$ cat src/rtl/iir_lp_mc.sv
// iir_lp_mc: multi-channel, time-multiplexed first-order IIR low-pass filter.
//   y[m] = y[m-1] + 2^-K * (x[m] - y[m-1]) per channel, built as a leaky
//   integrator acc ~= y * 2^K with K fractional guard bits.
//   Two-stage pipeline: stage 1 updates the channel accumulator, stage 2
//   rounds (half up), saturates and registers the output.
// Ports:
//   clk, rst            clock, synchronous active-high reset
//   in_valid/in_ch/in_x sample strobe, channel, signed sample (no back-pressure)
//   bypass              1 = output equals input; state tracks the input
//   clr/clr_ch          clear request for one channel's accumulator
//   out_valid/out_ch/out_y  output strobe, channel, signed filtered sample
module iir_lp_mc #(
  parameter int unsigned DW = 8,
  parameter int unsigned K  = 7,
  parameter int unsigned CH = 4,
  parameter int unsigned CW = 2
) (
  input  logic                 clk,
  input  logic                 rst,
  input  logic                 in_valid,
  input  logic [CW-1:0]        in_ch,
  input  logic signed [DW-1:0] in_x,
  input  logic                 bypass,
  input  logic                 clr,
  input  logic [CW-1:0]        clr_ch,
  output logic                 out_valid,
  output logic [CW-1:0]        out_ch,
  output logic signed [DW-1:0] out_y
);

  localparam int unsigned AW = DW + K + 1;
  localparam logic [CW:0]         CH_L = (CW+1)'(CH);
  localparam logic signed [AW:0]  RND  = (AW+1)'(2**(K-1));
  localparam logic signed [AW:0]  YMAX = (AW+1)'(2**(DW-1) - 1);
  localparam logic signed [AW:0]  YMIN = (AW+1)'(-(2**(DW-1)));

  logic signed [AW-1:0] r_acc [CH];

  logic                 r_s1_valid;
  logic signed [AW-1:0] r_s1_acc;
  logic [CW-1:0]        r_s1_ch;
  logic                 r_s1_byp;

  logic                 r_out_valid;
  logic [CW-1:0]        r_out_ch;
  logic signed [DW-1:0] r_out_y;

  logic                 w_in_ok;
  logic                 w_clr_ok;
  logic signed [AW-1:0] w_sx;
  logic signed [AW-1:0] w_a;
  logic signed [AW-1:0] w_acc_new;
  logic signed [AW:0]   w_s1_ext;
  logic signed [AW:0]   w_r;
  logic signed [DW-1:0] w_y;

  // Stage 1: channel accumulator update; a same-channel clear zeroes the operand first
  always_comb begin
    w_in_ok   = in_valid && ({1'b0, in_ch} < CH_L);
    w_clr_ok  = clr && ({1'b0, clr_ch} < CH_L);
    w_sx      = {{(AW-DW){in_x[DW-1]}}, in_x};
    w_a       = '0;
    if (w_in_ok && !(clr && (clr_ch == in_ch))) begin
      w_a = r_acc[in_ch];
    end
    if (bypass) begin
      w_acc_new = w_sx << K;
    end else begin
      // floor leak: a negative steady state settles one LSB high
      w_acc_new = w_a - (w_a >>> K) + w_sx;
    end
  end

  // Stage 2: round half up, then saturate (guard only; legal inputs stay in range)
  always_comb begin
    w_s1_ext = $signed({r_s1_acc[AW-1], r_s1_acc});
    if (r_s1_byp) begin
      w_r = w_s1_ext >>> K;
    end else begin
      w_r = (w_s1_ext + RND) >>> K;
    end
    if (w_r > YMAX) begin
      w_y = DW'(YMAX);
    end else if (w_r < YMIN) begin
      w_y = DW'(YMIN);
    end else begin
      w_y = DW'(w_r);
    end
  end

  // State, pipeline and output registers
  always_ff @(posedge clk) begin
    if (rst) begin
      for (int c = 0; c < int'(CH); c++) begin
        r_acc[c] <= '0;
      end
      r_s1_valid  <= 1'b0;
      r_s1_acc    <= '0;
      r_s1_ch     <= '0;
      r_s1_byp    <= 1'b0;
      r_out_valid <= 1'b0;
      r_out_ch    <= '0;
      r_out_y     <= '0;
    end else begin
      if (w_clr_ok) begin
        r_acc[clr_ch] <= '0;
      end
      // sample write comes last so it wins over a same-channel clear
      if (w_in_ok) begin
        r_acc[in_ch] <= w_acc_new;
        r_s1_acc     <= w_acc_new;
        r_s1_ch      <= in_ch;
        r_s1_byp     <= bypass;
      end
      r_s1_valid  <= w_in_ok;
      r_out_valid <= r_s1_valid;
      if (r_s1_valid) begin
        r_out_ch <= r_s1_ch;
        r_out_y  <= w_y;
      end
    end
  end

  assign out_valid = r_out_valid;
  assign out_ch    = r_out_ch;
  assign out_y     = r_out_y;

endmodule

$ cat config.mk
export PLATFORM = sky130hd
export DESIGN_NAME = iir_lp_mc
export DESIGN_NICKNAME = d
export VERILOG_FILES = /design/src/rtl/iir_lp_mc.sv
export SDC_FILE = /design/constraint.sdc
export NUM_CORES = 1
export LEC_CHECK = 0
export CAP_MARGIN = 0
export CORE_ASPECT_RATIO = 0.6
export CORE_MARGIN = 1
export CORE_UTILIZATION = 64
export CTS_BUF_LIST = sky130_fd_sc_hd__clkbuf_16
export DETAILED_ROUTE_END_ITERATION = 8
export DONT_BUFFER_PORTS = 1
export PLACE_DENSITY = 0.78
export SETUP_SLACK_MARGIN = 0.5
export SKIP_CTS_REPAIR_TIMING = 1
export SYNTH_ARGS = -nofsm -noshare
export SYNTH_HDL_FRONTEND = slang
export SYNTH_SLANG_ARGS = --single-unit
$ cat constraint.sdc
create_clock -name clk -period 6.7 [get_ports clk]
set_input_delay 1.34 -clock clk [delete_from_list [all_inputs] [get_ports clk]]
set_output_delay 1.34 -clock clk [all_outputs]
set_load 0.02 [all_outputs]
==> results.sh, run 1 <==
export IMPL_fmax_ghz=0.189
export IMPL_core_sq_um=8620
export IMPL_avgSynthCellArea_sq_um=9.56
export IMPL_timing_critical_path_from="in_ch[0]"
export IMPL_final_common_cell="nor2_1"
export IMPL_synth_ff_type="edfxtp_1"
export IMPL_track_usage_pct=35.5
export IMPL_synth_largest_area_cell="edfxtp_1"
export IMPL_ys_seq_elements=89
export IMPL_post_route_util_pct=70.6
export IMPL_nNetsFinal=638
export IMPL_synthesis_area_sq_um=5740
export IMPL_antenna_found_initial=0
export IMPL_viasPerCell=6.66
export IMPL_p_leak_nw=2.44
export IMPL_port_buffers=0
export IMPL_firstDrtPassIters=5
export IMPL_setup_violations=0
export IMPL_multi_input_area_sq_um=3000
export IMPL_rows=26
export IMPL_die_area_sq_um=9370
export IMPL_yosys_top_cells_area="edfxtp_1, dfxtp_1, fa_1"
export IMPL_grt_max_degree=35
export IMPL_setup_tns_ps=0
export IMPL_route_detailed_drc=0
export IMPL_ctsLongestPathBuffers=2
export IMPL_fillers=672
export IMPL_yosysWarnings=0
export IMPL_fin_crit_sh_pct=79.0
export IMPL_place_hpwl_microns=11600
export IMPL_clock_sinks=89
export IMPL_endpoint="r_acc[1][14]"
export IMPL_cap_viol_max_count=0
export IMPL_ff2ff_path_depth=12
export IMPL_dpl_worst_slack_ps=1170
export IMPL_initial_core_util_pct=66.6
export IMPL_final_layout_size_suffix_gt1_share_pct=7.93
export IMPL_status="finished clean"
export IMPL_wl_microns=16000
export IMPL_antenna_diode_count=0
export IMPL_mostFrequentLayoutCells="nor2_1, edfxtp_1, inv_1"
export IMPL_ant_nets=0
export IMPL_grt_pass1_vias=4398
export IMPL_rrSetupSlack_ps=2220
export IMPL_clk_insertion_delay_late_ps=350
export IMPL_cts_buffers=9
export IMPL_p_per_area_nw_per_um2=267
export IMPL_worstPathRequired_ps=6860
export IMPL_drt_iter0_drc=569
export IMPL_syn_to_final_growth_pct=6.01
export IMPL_setup_ws_ps=1400
export IMPL_vdd_drop_max_mv=0.220
export IMPL_yosysTopAreaCellShare_pct=33.5
export IMPL_end_kind="flip-flop"
export IMPL_ios=28
export IMPL_crit_fanout=32
export IMPL_gp_congestion=0.995
export IMPL_yosysSeqAreaShare_pct=42.2
export IMPL_arrival_ps=5450
export IMPL_r2r_end="r_acc[1][14]"
export IMPL_clkTransAtPathRegs_ps=60
export IMPL_htree_levels=3
export IMPL_gr_total_overflow=0
export IMPL_r2r_start="r_acc[3][15]"
export IMPL_fin_skew_ps=8.49
export IMPL_grt_pass1_wl_microns=24400
export IMPL_routed_via_count=4696
export IMPL_cts_root_buf="clkbuf_16"
export IMPL_min_path_type="flip-flop to flip-flop"
export IMPL_finalHoldViolations=0
export IMPL_worst_pin_slew_ps=1080
export IMPL_synth_edf_count=64
export IMPL_regArea_sq_um=2420
export IMPL_rsz0062_at_grt="false"
export IMPL_syn_inst=601
export IMPL_cts_tree="yes"
export IMPL_slew_violations=0
export IMPL_drt_wirelength_per_cell_microns=22.7
export IMPL_relSlewSlack_pct=28.0
export IMPL_chipHeight_microns=75.4
export IMPL_synth_fp_nets=651
export IMPL_setup_worst_path_class="primary input to flip-flop"
export IMPL_fin_crit_ps=5300
export IMPL_cp_start_kind="primary input"
export IMPL_fp_dieW_microns=124
export IMPL_ys_types=56
export IMPL_ys_async_sr_fraction_pct=0
flip-flops by register name, summed over array words and instances (netlist names):
register and cells:
r_acc 64, r_s1_acc 10, out_y 8, out_ch 2, r_s1_ch 2, out_valid 1
r_s1_byp 1, r_s1_valid 1
worst max-delay path, stage by stage:
cell and delay, ps:
xor2_1 300, o31a_1 590, o211ai_1 270, fa_1 540, inv_1 40, ha_1 490, o21ai_0 130, o21bai_1 710
o211ai_1 260, a21oi_1 300, nor3_1 160, o32ai_1 310
layer usage:
layer  track usage, %  routed length [microns]  part of all wire, %
met5                0                        0                    0
met3             12.0                     2340                   15
met2             52.7                     6750                   42
met1             51.1                     6710                   42
met4             7.50                      217                  1.4
cells in the mapped netlist (3+ instances only):
| library cell | n |
|---|---|
| inv_1 | 55 |
| clkbuf_1 | 24 |
| o211ai_1 | 17 |
| o21ai_0 | 17 |
| dfxtp_1 | 25 |
| nand2b_1 | 7 |
| o21a_1 | 5 |
| edfxtp_1 | 64 |
| a211oi_1 | 10 |
| a21o_1 | 3 |
| ha_1 | 18 |
| o2111ai_1 | 5 |
| fa_1 | 15 |
| nor2b_1 | 5 |
| xnor2_1 | 11 |
| o22ai_1 | 6 |
| and3_1 | 4 |
| buf_1 | 3 |
| or3_1 | 6 |
| nand3_1 | 38 |
| nor3_1 | 19 |
| nand2_1 | 56 |
| nor2_1 | 72 |
| a31oi_1 | 3 |
| mux4_2 | 8 |
| mux2_2 | 10 |
| buf_2 | 3 |
| mux2i_1 | 15 |
| o32ai_1 | 4 |
| and2_1 | 6 |
| a21oi_1 | 21 |
| or4_1 | 12 |
| xor2_1 | 7 |
cell type report:
| type | count | share of cell area [%] |
|---|---|---|
| multi-input combinational | 425 | 49.2 |
| sequential | 89 | 39.8 |
| clock buffer | 9 | 3.70 |
| inverter | 56 | 3.45 |
| tap | 112 | 2.30 |
| timing repair buffer | 7 | 0.863 |
| clock inverter | 7 | 0.658 |
metrics by stage:
stage / instances / instance area, sq um / hold slack [ps] / power [mW]
2_1_floorplan: 601 / 5740 / 460 / 1.03
3_3_place_gp: 689 / 5820 / 500 / 1.15
3_5_place_dp: 689 / 5820 / 502 / 1.16
4_1_cts: 705 / 6090 / 524 / 1.61
5_1_grt: 705 / 6090 / 561 / 1.70
6_report: 705 / 6090 / 523 / 1.63
power by group:
group | internal, mW | switching [mW] | total [mW]
combinational | 0.174 | 0.329 | 0.502
sequential | 0.634 | 0.0299 | 0.664
clock | 0.248 | 0.214 | 0.462
how the worst min path moves through the flow:
stage                               to  slack (ps)          from  cells past startpoint
after floorplan             r_s1_ch[0]         460    r_s1_ch[0]                      2
after global placement     r_s1_acc[6]         500   r_s1_acc[6]                      2
after detailed placement   r_s1_acc[6]         500   r_s1_acc[6]                      2
after CTS                  r_s1_acc[6]         520   r_s1_acc[6]                      2
after global routing      r_s1_acc[10]         560  r_s1_acc[10]                      2
final                      r_s1_acc[6]         520   r_s1_acc[6]                      2
logic make-up after synthesis:
logic type / count (synthesis) / share of synthesized area [%]
AO/OA/AOI/OAI: 109 / 13.5
multiplexers: 33 / 7.71
adder cells (fa/ha/maj): 33 / 9.15
flip-flops: 89 / 42.2
AND/OR/NAND/NOR: 232 / 18.9
XOR/XNOR: 18 / 2.75
buffers and inverters: 87 / 5.88
Power figures use the tool's default switching activity.
==> run 2: changes to the inputs <==
==> constraint.sdc (replaced) <==
create_clock -name clk -period 5.25 [get_ports clk]
set_input_delay 1.05 -clock clk [delete_from_list [all_inputs] [get_ports clk]]
set_output_delay 1.05 -clock clk [all_outputs]
set_load 0.02 [all_outputs]
==> run 2 against run 1 <==
  * Via count is 1.5% higher
  * Final area is 0.92% higher
  * Critical path type unchanged
  * Clock-buffer cell count stayed put
  * Highest routed layer unchanged
  * Combinational power is 26% higher
  * Largest power group unchanged
  * Utilization is 0.65 points higher
  * Largest cell class unchanged
==> results.sh, run 2 (same netlist as run 1, synthesis figures left out) <==
export IMPL_largest_reg_flops=64
export IMPL_clock_sinks=89
export IMPL_setup_worst_path_class="primary input to flip-flop"
export IMPL_firstDrtPassIters=5
export IMPL_antenna_diode_count=0
export IMPL_wl_microns=15500
export IMPL_ios=28
export IMPL_worstPathRequired_ps=5330
export IMPL_regMostFlops="r_acc"
export IMPL_vdd_drop_max_mv=0.198
export IMPL_mostFrequentLayoutCells="nor2_1, edfxtp_1, nand2_1"
export IMPL_end_kind="flip-flop"
export IMPL_multi_input_area_sq_um=3000
export IMPL_crit_chain="xor2_1 -> o31a_2 -> o211ai_1 -> inv_1 -> fa_1 -> inv_1 -> ha_1 -> a211oi_1 -> o21bai_2 -> o211ai_1 -> a21oi_1 -> nor3_1 -> o32ai_1"
export IMPL_chipHeight_microns=75.4
export IMPL_fillers=663
export IMPL_drt_wirelength_per_cell_microns=22.0
export IMPL_slowest_delay_ps=530
export IMPL_dpl_worst_slack_ps=20.3
export IMPL_cts_tree="yes"
export IMPL_r2r_start="r_acc[2][15]"
export IMPL_setup_violations=0
export IMPL_final_common_cell="nor2_1"
export IMPL_p_int_mw=1.41
export IMPL_final_layout_size_suffix_gt1_share_pct=8.92
export IMPL_holdPathEnd="r_s1_acc[13]"
export IMPL_ant_nets=0
export IMPL_setup_tns_ps=0
export IMPL_switching_share_pct=34.3
export IMPL_cts_root_buf="clkbuf_16"
export IMPL_core_sq_um=8620
export IMPL_drt_iter0_drc=522
export IMPL_arrival_ps=4680
export IMPL_fin_skew_ps=9.07
export IMPL_p_seq_share_pct=39.3
export IMPL_hold_ws_ps=521
export IMPL_route_detailed_drc=0
export IMPL_grt_pass1_wl_microns=23600
export IMPL_die_area_sq_um=9370
export IMPL_place_hpwl_microns=11200
export IMPL_fp_dieW_microns=124
export IMPL_routed_via_count=4768
export IMPL_cts_buffers=9
export IMPL_p_total_mw=2.15
export IMPL_rows=26
export IMPL_worst_pin_slew_ps=1160
export IMPL_combPwrFrac_pct=29.5
export IMPL_fin_crit_sh_pct=87.5
export IMPL_cap_viol_max_count=0
export IMPL_ff2ff_path_depth=12
export IMPL_setup_ws_ps=659
export IMPL_p_clk_share_pct=31.3
export IMPL_min_path_type="flip-flop to flip-flop"
export IMPL_r2r_end="r_acc[0][14]"
export IMPL_viasPerCell=6.75
export IMPL_clk_insertion_delay_late_ps=350
export IMPL_grt_max_degree=35
export IMPL_gr_total_overflow=0
export IMPL_regArea_sq_um=2420
export IMPL_initial_core_util_pct=66.6
export IMPL_syn_to_final_growth_pct=6.99
export IMPL_fin_crit_ps=4590
export IMPL_track_usage_pct=34.2
export IMPL_cp_start_kind="primary input"
export IMPL_relSlewSlack_pct=21.7
export IMPL_finalHoldViolations=0
export IMPL_p_per_area_nw_per_um2=350
export IMPL_nNetsFinal=639
export IMPL_min_from="r_s1_acc[13]"
export IMPL_antenna_found_initial=0
export IMPL_fmax_ghz=0.218
export IMPL_gp_congestion=0.994
export IMPL_post_route_util_pct=71.3
export IMPL_htree_levels=3
export IMPL_status="finished clean"
export IMPL_p_leak_nw=2.46
export IMPL_port_buffers=0
export IMPL_rsz0062_at_grt="false"
export IMPL_crit_fanout=32
export IMPL_cp_slowest_cell="fa_1"
export IMPL_holdPathStages=2
export IMPL_rrSetupSlack_ps=1010
export IMPL_clkTransAtPathRegs_ps=70
export IMPL_ctsLongestPathBuffers=2
export IMPL_grt_pass1_vias=4344
export IMPL_power_switching_mw=0.738
export IMPL_slew_violations=0
-- run 2: worst max path at each step --
| stage | from | end | slack, ps | cells past startpoint |
|---|---|---|---|---|
| after floorplan | in_ch[0] | r_acc[2][12] | 610 | 15 |
| after detailed placement | in_ch[0] | r_acc[0][14] | 20 | 12 |
| after CTS | in_ch[0] | r_acc[0][14] | 360 | 12 |
| final | in_ch[0] | r_acc[0][14] | 660 | 13 |
| after global placement | in_ch[0] | r_acc[1][14] | 320 | 12 |
| after global routing | in_ch[0] | r_acc[0][14] | 470 | 12 |
-- run 2: metrics by stage --
step,cells,area (sq um)
6_report,706,6140
4_1_cts,706,6140
5_1_grt,706,6140
3_3_place_gp,690,5830
2_1_floorplan,601,5740
3_5_place_dp,690,5830
-- run 2: power groups by stage --
stage          Combinational, mW  Sequential, mW  Clock [mW]
2_1_floorplan              0.472           0.849           0
3_5_place_dp               0.611           0.859           0
4_1_cts                    0.616           0.844       0.676
6_report                   0.633           0.845       0.673
3_3_place_gp               0.600           0.857           0
5_1_grt                    0.695           0.850       0.704
-- run 2: worst max-delay path: cells and delay by family --
kind            cells  cell delay, ps
compound gates      7            1920
xor+xnor            1             190
fa+ha+maj           2             930
buf+inv             2             180
simple gates        1             400
-- run 2: area by class of cell --
type	count	share of cell area [%]
inverter	56	3.42
clock buffer	9	3.67
sequential	89	39.4
tap	112	2.28
timing repair buffer	8	0.977
multi-input combinational	425	48.9
clock inverter	7	1.36
-- run 2: routing by layer --
| metal | wire length (microns) | global-route usage, % |
|---|---|---|
| met5 | 0 | 0 |
| met4 | 302 | 10.8 |
| met2 | 6610 | 50.4 |
| met3 | 1990 | 11.7 |
| met1 | 6650 | 48.1 |
==> run 3: changes to the inputs <==
--- a/config.mk
+++ b/config.mk
@@ -12,6 +12,7 @@
 export CTS_BUF_LIST = sky130_fd_sc_hd__clkbuf_16
 export DETAILED_ROUTE_END_ITERATION = 8
 export DONT_BUFFER_PORTS = 1
+export GPL_TIMING_DRIVEN = 0
 export PLACE_DENSITY = 0.78
 export SETUP_SLACK_MARGIN = 0.5
 export SKIP_CTS_REPAIR_TIMING = 1
==> run 3 against run 2 <==
  * Routed wire length is 13% higher
  * Flip-flop and latch count is the same
  * Non-clock buffer count rose by 39
  * Largest power group unchanged
  * Clock skew shrank 0.71 ps
  * Worst setup slack lost 220 ps
  * Critical endpoint is now r_acc[1][15]
  * Fmax decreased by 4.7%
  * Global-route usage is 3.5 points higher
==> results.sh, run 3 (same netlist as run 1, synthesis figures left out) <==
export IMPL_status="finished clean"
export IMPL_p_per_area_nw_per_um2=345
export IMPL_syn_to_final_growth_pct=12.8
export IMPL_setup_worst_path_class="primary input to flip-flop"
export IMPL_grt_max_degree=17
export IMPL_drt_wirelength_per_cell_microns=23.5
export IMPL_setup_violations=0
export IMPL_cts_tree="yes"
export IMPL_gp_congestion=0.963
export IMPL_fin_crit_ps=4820
export IMPL_crit_fanout=7
export IMPL_fin_crit_sh_pct=91.7
export IMPL_cp_start_kind="primary input"
export IMPL_fp_dieW_microns=124
export IMPL_drt_iter0_drc=809
export IMPL_ios=28
export IMPL_arrival_ps=4890
export IMPL_track_usage_pct=37.7
export IMPL_wl_microns=17500
export IMPL_rsz0062_at_grt="false"
export IMPL_antenna_found_initial=0
export IMPL_fmax_ghz=0.208
export IMPL_routed_via_count=5134
export IMPL_slew_violations=0
export IMPL_fin_skew_ps=8.36
export IMPL_clkTransAtPathRegs_ps=60
export IMPL_vdd_drop_max_mv=0.186
export IMPL_place_hpwl_microns=13000
export IMPL_fillers=601
export IMPL_crit_chain="buf_6 -> mux4_2 -> o311ai_4 -> clkinvlp_4 -> buf_4 -> fa_1 -> inv_1 -> ha_2 -> and3_4 -> and2_1 -> nand4_1 -> and3_4 -> o31ai_4 -> nor2_1"
export IMPL_final_layout_size_suffix_gt1_share_pct=14.6
export IMPL_relSlewSlack_pct=33.4
export IMPL_cap_viol_max_count=0
export IMPL_dpl_worst_slack_ps=-564
export IMPL_finalHoldViolations=0
export IMPL_firstDrtPassIters=8
export IMPL_worstPathRequired_ps=5330
export IMPL_cpMostUsedCell="and3_4"
export IMPL_core_sq_um=8620
export IMPL_port_buffers=0
export IMPL_p_total_mw=2.23
export IMPL_grt_pass1_vias=4491
export IMPL_grt_pass1_wl_microns=25600
export IMPL_clk_insertion_delay_late_ps=350
export IMPL_regMostFlops="r_acc"
export IMPL_end_kind="flip-flop"
export IMPL_cts_root_buf="clkbuf_16"
export IMPL_final_common_cell="nor2_1"
export IMPL_antenna_diode_count=0
export IMPL_slowest_delay_ps=550
export IMPL_p_leak_nw=2.57
export IMPL_rows=26
export IMPL_clock_sinks=89
export IMPL_chipHeight_microns=75.4
export IMPL_post_route_util_pct=75.2
export IMPL_die_area_sq_um=9370
export IMPL_setup_ws_ps=434
export IMPL_holdPathStages=2
export IMPL_cts_buffers=9
export IMPL_viasPerCell=6.91
export IMPL_mostFrequentLayoutCells="nor2_1, edfxtp_1, nand2_1"
export IMPL_worst_pin_slew_ps=996
export IMPL_route_detailed_drc=0
export IMPL_initial_core_util_pct=66.6
export IMPL_nNetsFinal=678
export IMPL_htree_levels=3
export IMPL_ant_nets=0
export IMPL_ctsLongestPathBuffers=2
export IMPL_min_path_type="flip-flop to flip-flop"
export IMPL_largest_reg_flops=64
export IMPL_ff2ff_path_depth=13
export IMPL_cp_slowest_cell="mux4_2"
export IMPL_gr_total_overflow=0
==> run 3: metal layers <==
metal / share of wire, % / track usage (%) / up-vias / wire length, microns
li1: - / - / 2208 / -
met1: 40 / 53.9 / 2441 / 7080
met2: 40 / 51.6 / 441 / 6980
met3: 17 / 17.1 / 44 / 3040
met4: 2.3 / 9.91 / 0 / 400
met5: 0 / 0 / - / 0
==> run 3: worst max-delay path: cells and delay by family <==
kind | cells | cell delay (ps)
adders and majority gates | 2 | 890
and+or+nand+nor | 5 | 1160
buffers and inverters | 4 | 740
AOI/OAI and AO/OA | 2 | 470
muxes | 1 | 550
==> run 3: worst paths after layout <==
kind | from | endpoint | slack, ps
worst min register to register | r_s1_ch[0] | out_ch[0] | 510
worst max-delay path | in_ch[0] | r_acc[1][15] | 430
worst min-delay path | r_s1_ch[0] | out_ch[0] | 510
worst max register to register | r_acc[3][15] | r_acc[1][15] | 890
==> run 3: power by group <==
part           internal (mW)  leakage, nW  switching, mW  total, mW
clock                  0.315        0.123          0.278      0.593
combinational          0.286         1.56          0.511      0.797
sequential             0.810        0.882         0.0340      0.844
total                   1.41         2.57          0.823       2.23
==> run 3: cell type report <==
cell class              instances  area (sq um)  area share [%]
multi-input cells             425          3140            48.5
flip-flops and latches         89          2420            37.4
clock buffers                   9           225            3.48
inverters                      56           214            3.30
plain buffers                  31           175            2.70
well taps                     112           140            2.16
repair buffers                 16           124            1.91
clock inverters                 5          35.0           0.541
==> run 3: metrics by stage <==
| stage | cells | hold WS, ps | setup TNS, ps | area, sq um |
|---|---|---|---|---|
| CTS | 731 | 508 | -1520 | 6190 |
| finish | 743 | 505 | 0 | 6480 |
| detailed placement | 717 | 483 | -13980 | 5930 |
| global route | 743 | 521 | 0 | 6480 |
| floorplan | 601 | 460 | 0 | 5740 |
| global placement | 713 | 480 | -9640 | 5880 |
